### config.mk
export PLATFORM = sky130hd
export DESIGN_NAME = demux_lane_ctrl
export DESIGN_NICKNAME = d
export VERILOG_FILES = /design/src/rtl/demux_lane_ctrl.sv
export SDC_FILE = /design/constraint.sdc
export NUM_CORES = 1
export LEC_CHECK = 0
export ABC_CLOCK_PERIOD_IN_PS = 3300
export BUFFER_PORTS_ARGS = -buffer_cell sky130_fd_sc_hd__buf_2
export CAP_MARGIN = 0
export CORE_MARGIN = 10
export CORE_UTILIZATION = 40
export CTS_CLUSTER_SIZE = 8
export DETAILED_ROUTE_END_ITERATION = 8
export PLACE_DENSITY = 0.69
export SYNTH_ARGS = -nofsm -noshare
export SYNTH_HDL_FRONTEND = slang
export SYNTH_SLANG_ARGS = --single-unit
### constraint.sdc
create_clock -name clk -period 3.3 [get_ports clk]
set_input_delay 0.165 -clock clk [delete_from_list [all_inputs] [get_ports clk]]
set_output_delay 0.165 -clock clk [all_outputs]
set_load 0.01 [all_outputs]
### src/rtl/demux_lane_ctrl.sv
// 1:2 L2 demux flow-control scheduler: round-robin lane steering gated by FIFO occupancy, plus link FSM.
// Optional per-lane word counters are enabled with `define DEMUX_CNT_EN.
module demux_lane_ctrl #(
  parameter int DATA_W     = 8,
  parameter int CNT_W      = 4,
  parameter int FIFO_DEPTH = 8,
  parameter int UMB_W      = 3
) (
  input  logic              clk,
  input  logic              reset_L,
  input  logic              init,
  input  logic [UMB_W-1:0]  umbral_AF_in,
  input  logic [UMB_W-1:0]  umbral_AE_in,
  input  logic              valid_in,
  input  logic [DATA_W-1:0] data_in,
  input  logic [CNT_W-1:0]  fifo0_count,
  input  logic [CNT_W-1:0]  fifo1_count,
  output logic              valid_out0,
  output logic              valid_out1,
  output logic [DATA_W-1:0] data_out0,
  output logic [DATA_W-1:0] data_out1,
  output logic              sel,
  output logic              pause,
  output logic [4:0]        state,
  output logic              idle_out,
`ifdef DEMUX_CNT_EN
  output logic              error_out,
  output logic [7:0]        word_cnt0,
  output logic [7:0]        word_cnt1
`else
  output logic              error_out
`endif
);

  typedef enum logic [4:0] {
    ST_RESET  = 5'b00001,
    ST_INIT   = 5'b00010,
    ST_IDLE   = 5'b00100,
    ST_ACTIVE = 5'b01000,
    ST_ERROR  = 5'b10000
  } state_t;

  localparam int CMP_W = ((CNT_W > UMB_W) ? CNT_W : UMB_W) + 1;

  state_t              state_q, state_d;
  logic [UMB_W-1:0]    umb_af_q, umb_af_d;
  logic [UMB_W-1:0]    umb_ae_q, umb_ae_d;
  logic                rr_q, rr_d;
  logic                vo0_q, vo0_d;
  logic                vo1_q, vo1_d;
  logic [DATA_W-1:0]   do0_q, do0_d;
  logic [DATA_W-1:0]   do1_q, do1_d;
  logic                sel_q, sel_d;

  logic [CMP_W-1:0]    cnt0_w, cnt1_w, af_w, ae_w, depth_w, rr_cnt;
  logic                af0, af1, rr_af, alt_af, ae_ok;
  logic                route, lane;

  // Common-width operands so occupancy/threshold compares never truncate.
  always_comb begin
    cnt0_w  = CMP_W'(fifo0_count);
    cnt1_w  = CMP_W'(fifo1_count);
    af_w    = CMP_W'(umb_af_q);
    ae_w    = CMP_W'(umb_ae_q);
    depth_w = CMP_W'(FIFO_DEPTH);
    af0     = (cnt0_w >= af_w);
    af1     = (cnt1_w >= af_w);
    ae_ok   = (cnt0_w <= ae_w) && (cnt1_w <= ae_w);
    rr_af   = rr_q ? af1 : af0;
    alt_af  = rr_q ? af0 : af1;
    rr_cnt  = rr_q ? cnt1_w : cnt0_w;
  end

  always_comb begin
    state_d  = state_q;
    umb_af_d = umb_af_q;
    umb_ae_d = umb_ae_q;
    rr_d     = rr_q;
    route    = 1'b0;
    lane     = rr_q;
    pause    = 1'b1;
    unique case (state_q)
      ST_RESET: state_d = ST_INIT;
      ST_INIT: begin
        if (init) begin
          umb_af_d = umbral_AF_in;
          umb_ae_d = umbral_AE_in;
        end else begin
          state_d = ST_IDLE;
        end
      end
      ST_IDLE, ST_ACTIVE: begin
        pause = af0 & af1;
        if (init) begin
          state_d = ST_INIT;
        end else if (valid_in) begin
          state_d = ST_ACTIVE;
          // Both lanes almost-full still accept into rr until it would overflow.
          if (!rr_af) begin
            route = 1'b1;
            lane  = rr_q;
          end else if (!alt_af) begin
            route = 1'b1;
            lane  = ~rr_q;
          end else if (rr_cnt < depth_w) begin
            route = 1'b1;
            lane  = rr_q;
          end else begin
            state_d = ST_ERROR;
          end
        end else if ((state_q == ST_ACTIVE) && ae_ok) begin
          state_d = ST_IDLE;
        end
      end
      ST_ERROR: state_d = ST_ERROR;
      default:  state_d = ST_RESET;
    endcase
    if (route) rr_d = ~lane;
  end

  always_comb begin
    vo0_d = route & ~lane;
    vo1_d = route & lane;
    do0_d = (route && !lane) ? data_in : do0_q;
    do1_d = (route && lane)  ? data_in : do1_q;
    sel_d = route ? lane : sel_q;
  end

  always_ff @(posedge clk or negedge reset_L) begin
    if (!reset_L) begin
      state_q  <= ST_RESET;
      umb_af_q <= '0;
      umb_ae_q <= '0;
      rr_q     <= 1'b0;
      vo0_q    <= 1'b0;
      vo1_q    <= 1'b0;
      do0_q    <= '0;
      do1_q    <= '0;
      sel_q    <= 1'b0;
    end else begin
      state_q  <= state_d;
      umb_af_q <= umb_af_d;
      umb_ae_q <= umb_ae_d;
      rr_q     <= rr_d;
      vo0_q    <= vo0_d;
      vo1_q    <= vo1_d;
      do0_q    <= do0_d;
      do1_q    <= do1_d;
      sel_q    <= sel_d;
    end
  end

`ifdef DEMUX_CNT_EN
  logic [7:0] wc0_q, wc0_d;
  logic [7:0] wc1_q, wc1_d;
  logic       init_entry;

  // Counters advance on the same edge that raises the matching strobe.
  always_comb begin
    init_entry = (state_d == ST_INIT) && (state_q != ST_INIT);
    wc0_d      = wc0_q;
    wc1_d      = wc1_q;
    if (init_entry) begin
      wc0_d = '0;
      wc1_d = '0;
    end else begin
      if (vo0_d) wc0_d = wc0_q + 8'd1;
      if (vo1_d) wc1_d = wc1_q + 8'd1;
    end
  end

  always_ff @(posedge clk or negedge reset_L) begin
    if (!reset_L) begin
      wc0_q <= '0;
      wc1_q <= '0;
    end else begin
      wc0_q <= wc0_d;
      wc1_q <= wc1_d;
    end
  end

  assign word_cnt0 = wc0_q;
  assign word_cnt1 = wc1_q;
`endif

  assign valid_out0 = vo0_q;
  assign valid_out1 = vo1_q;
  assign data_out0  = do0_q;
  assign data_out1  = do1_q;
  assign sel        = sel_q;
  assign state      = state_q;
  assign idle_out   = (state_q == ST_IDLE);
  assign error_out  = (state_q == ST_ERROR);

endmodule

# --- Word level (Yosys, flattened, before mapping) ---
# Cells that the tools add are included.
classes:
  add_sub_neg: 0
  mul: 0
  div: 0
  magnitude_cmp: 5
  eq_ne: 7
  shift: 0
  mux: 23
  bitwise_logic: 5
  reduce_logical: 8
ops:
  columns: ["operator", "n"]
  rows:
  - ["$mux 5", 7]
  - ["$pmux 5 s4", 1]
  - ["$mux 1", 14]
  - ["$ge 4x3->1", 2]
  - ["$le 4x3->1", 2]
  - ["$eq 5x1->1 const B", 1]
  - ["$eq 5x2->1 const B", 1]
  - ["$eq 5x3->1 const B", 1]
  - ["$eq 5x4->1 const B", 1]
  - ["$eq 5x5->1 const B", 1]
  - ["$logic_and 1x1->1", 4]
  - ["$lt 4x4->1 const B", 1]
  - ["$mux 4", 1]
  - ["$ne 4x4->1 const B", 1]
  - ["$reduce_and 2->1", 2]
  - ["$and 1x1->1", 3]
  - ["$ne 2x2->1 const B", 1]
  - ["$not 1->1", 2]
  - ["$reduce_or 2->1", 1]
  - ["$logic_not 1->1", 1]
totals:
  reg_bits: 31
  latchBits: 0
  ram_bits: 0
  mem_bits_ro: 0
  input_bits: 26
  out_inout_bits: 27
  wordCells: 57
  memories: 0

# --- Longest topological paths before layout ---
logic_depth:
  depth_word: 9
  ltp_mapped: 7
  depth_no_buf: 7

# --- Worst setup path before layout ---
# OpenSTA, ideal clock, no wires.
synth_timing:
  kind: "register to register"
  startpoint: "register umb_af_q[2]"
  endpoint: "register do1_q[0] (netlist: data_out1[0])"
  setup_time_ns: 0.125
  t_arrival_ns: 2.171
  required_time_ns: 3.175
  path_slack_ns: 1.004
  stages_incl_launch_ff: 8
  path_buffers: 0
  period_less_slack_ns: 2.296
  path_cell_list: "dfrtp_1 > inv_1 > ha_1 > a21o_2 > a31o_2 > or2_1 > a221oi_4 > mux2_2"
synth_between:
  elab_chain_cells: 8
  elab_cells_between_ends: 15
  classes_between: "order compare: 2; mux: 12; reduce/logical: 1"
synth_lines:
  columns: ["item", "line", "rtl"]
  rows:
  - ["start, declared", "46", "logic [UMB_W-1:0] umb_af_q, umb_af_d;"]
  - ["start signal, assigned", "142", "umb_af_q <= umb_af_d;"]
  - ["$ge 4x3->1 (on tied branches)", "67, 66", null]
  - ["$mux 1", "70", "alt_af = rr_q ? af0 : af1;"]
  - ["$mux 1", "102", "end else if (!alt_af) begin"]
  - ["$mux 1", "99", "if (!rr_af) begin"]
  - ["$mux 1", "96", "end else if (valid_in) begin"]
  - ["$mux 1", "94", "if (init) begin"]
  - ["$mux 1", "82", "unique case (state_q)"]
  - ["$logic_and 1x1->1 *", "125", "do1_d = (route && lane) ? data_in : do1_q;"]
  - ["end signal, assigned", "148", "do1_q <= do1_d;"]
  - ["end, declared", "52", "logic [DATA_W-1:0] do1_q, do1_d;"]
# Mark *: on every way between the ends. The rest lies on a longest branch, timed or not.
# A chain may end at the register's enable or synchronous reset.

# --- Worst setup path in the final report ---
layout_timing:
  startpoint: "register umb_af_q[2]"
  endpoint: "register do1_q[4] (netlist: data_out1[4])"
# The elaborated chain is that of the path after synthesis.

==> impl_results.md <==
* Status: finished, final reports clean
* Post-DP HPWL at 3160 um
* Commonest non-fill, non-tap cell in the layout: buf_2
* Die W at 85.4 um
* Vias per cell at roughly 5.2
* Clock Sinks at 31
* Mapped Cells at 152
* H-tree levels at 2
* RSZ-0062 raised after global routing: false
* Gr usage total at 11.1%
* Register area at between 700 and 800 um^2
* Pre-CTS setup slack at ~0.8 ns
* Worst slew pin tran at between 0.6 and 0.7 ns
* GP Congestion at about 0.81
* Routed wire per std cell at approximately 16 um
* Hold buffer count at cts at 1
* Largest net degree at the start of global routing at 32
* CTS Buf Count at 5
* Worst endpoint data arrival time at 2.64 ns
* Initial DRC count at just under 80
* Pwr Density at 774 mW/mm^2
* Vias at roughly 1,300
* Ys flop type: dfrtp_1
* Slack of the critical path at between 0.8 and 0.9 ns
* Max transition margin at between 50% and 60%
* Asr flop ratio synth at 100%
* Commonest cells after routing, fill and taps aside: 52 x buf_2, 30 x dfrtp_1, 22 x mux2_2
* Post-Route WL at approximately 4100 um
* Clock Tree Root: clkbuf_8
* First-pass GRT wire length at 6680 um
* Critical path launch point type: flip-flop
* Critical-path cell list: inv_1 -> ha_1 -> a21o_2 -> a31o_2 -> or2_1 -> a221oi_4 -> mux2_2
* Final Max Slew Viols at 0
* Number of diodes at 0
* Fmax at 405 MHz
* Mapped Area at 0.00171 mm^2
* Synth warn at 0
* GRT Residual Overflow at 0
* Clk slew on worst S/H paths at about 0.07 ns
* Filler Cells Inserted at 372
* Fin crit share at about three quarters
* Slowest cell on crit path: a221oi_4
* # rows at 23
* Die outline area at ~0.0073 mm^2
* IO Pins at 53
* HP Class: in -> reg
* Synth unique cells at 42
* Critical Path RT at approximately 3.5 ns
* Syn Nets at 190
* Seq/Total Area, Yosys at between 40% and 50%
* Placed instance area at a little over 0.002 mm^2
* Setup_tns at 0 ns
* Buf/Inv on CP at 1
* #FFs+latches synth at 31
* Initial antenna violation count at 0
* Area Overhead vs Synth at 23.7%
* Final min period at roughly 2.5 ns
* CP max stage delay at roughly 0.53 ns
* Post-cts repair resize count at 0
* Drt drc at 0
* Setup skew after layout at around 0.006 ns
* Leak pwr at 1.11 nW
* Core area at just over 0.004 mm^2
* DIE HEIGHT at between 80 and 90 um
* DRT antenna net count at 0
* Final Cell Area at ~0.0021 mm^2
* Vias in the first global route at 1,420
* Number of port buffers at 52
* Endpoints failing setup at 0
* Mean Syn Cell Area at 11.3 um^2
* Clock Latency Late Sink at around 0.29 ns
* Final hold violation count at 0
* Post-synth EDFFs at 0
* Nets@finish at between 200 and 250
* CP Class: reg -> reg
* Multi-input logic area at between 800 and 900 um^2
* Maxcap violations at 0
* CTS tree: built
* Initial core utilization at 42.2%
* Share of cells above drive strength 1 at between 40% and 50%
* CP Max Fanout at 9
* Crit end category: flip-flop
* Post-CTS Setup Inserts at 0
* Max VDD drop at around 0.40 mV
* Detailed Routing Iterations Pass 1 at 4
* Longest Clk Path Bufs at 2
* Delay-heaviest family, CP: compound AO/OA/AOI/OAI gates
==> cell type report <==
type | count | share of cell area, %
well taps | 50 | 2.96
inverters | 13 | 2.30
multi-input cells | 105 | 41.3
repair buffers | 53 | 12.8
clock inverters | 2 | 0.591
flip-flops and latches | 31 | 36.7
clock buffers | 6 | 3.43
==> worst paths after layout <==
path                            startpoint      endpoint  slack [ns]  cells past startpoint
setup / recovery               umb_af_q[2]  data_out1[4]        0.83                      7
hold / removal             umbral_AE_in[2]   umb_ae_q[2]        0.11                      2
setup reg to reg               umb_af_q[2]  data_out1[4]        0.83                      7
hold reg to reg               data_out0[4]  data_out0[4]        0.50                      1
max in group asynchronous          reset_L  data_out0[7]        2.40                      2
min in group asynchronous          reset_L   umb_af_q[1]        0.46                      2
==> kinds of logic after synthesis <==
group	Yosys count	share of synthesized area [%]
buffers and inverters	16	3.58
and+or+nand+nor	43	13.4
xor gates and xnor gates	1	0.512
DFF	31	45.4
AOI/OAI and AO/OA	26	13.3
muxes	23	15.1
adders and majority gates	12	8.77
==> registers in the layout, summed over array words and instances, names as in the netlist <==
name,count
umb_ae_q,3
rr_q,1
data_out1,8
sel,1
valid_out0,1
state,5
valid_out1,1
umb_af_q,3
data_out0,8
==> per-layer routing <==
metal / up-vias / global-route usage, % / part of all wire, %
li1: 665 / - / -
met1: 634 / 13.1 / 44
met2: 40 / 17.0 / 46
met3: 5 / 5.93 / 9.1
met4: 0 / 3.59 / 0.89
met5: - / 0 / 0
==> power by group <==
part           total (mW)  switching [mW]  internal [mW]
combinational       0.703           0.362          0.341
sequential          0.641           0.114          0.528
clock               0.295           0.148          0.147
==> Yosys cell counts (2+ instances only) <==
cell / count / share of area, %
o311a_1: 2 / 1.2
nor3_1: 3 / 0.88
or3_1: 2 / 0.73
a21oi_1: 3 / 0.88
and3_1: 3 / 1.1
dfrtp_1: 30 / 44
a32oi_1: 2 / 1.0
nor2b_1: 5 / 1.8
ha_1: 12 / 8.8
o21ai_0: 5 / 1.5
nand2_1: 6 / 1.3
nor2_1: 14 / 3.1
inv_1: 13 / 2.9
o21bai_1: 2 / 0.88
mux2_2: 22 / 14
clkbuf_1: 2 / 0.44
==> through the flow <==
stage | power (mW) | instances | utilization, % | hold WS [ns]
2_1_floorplan | 1.12 | 152 | - | -0.131
3_3_place_gp | 1.33 | 251 | 49.8 | 0.263
3_5_place_dp | 1.36 | 251 | 49.8 | 0.259
4_1_cts | 1.66 | 260 | 52.2 | 0.102
5_1_grt | 1.79 | 260 | 52.2 | 0.104
6_report | 1.64 | 260 | 52.2 | 0.108
Power figures use the tool's default switching activity.
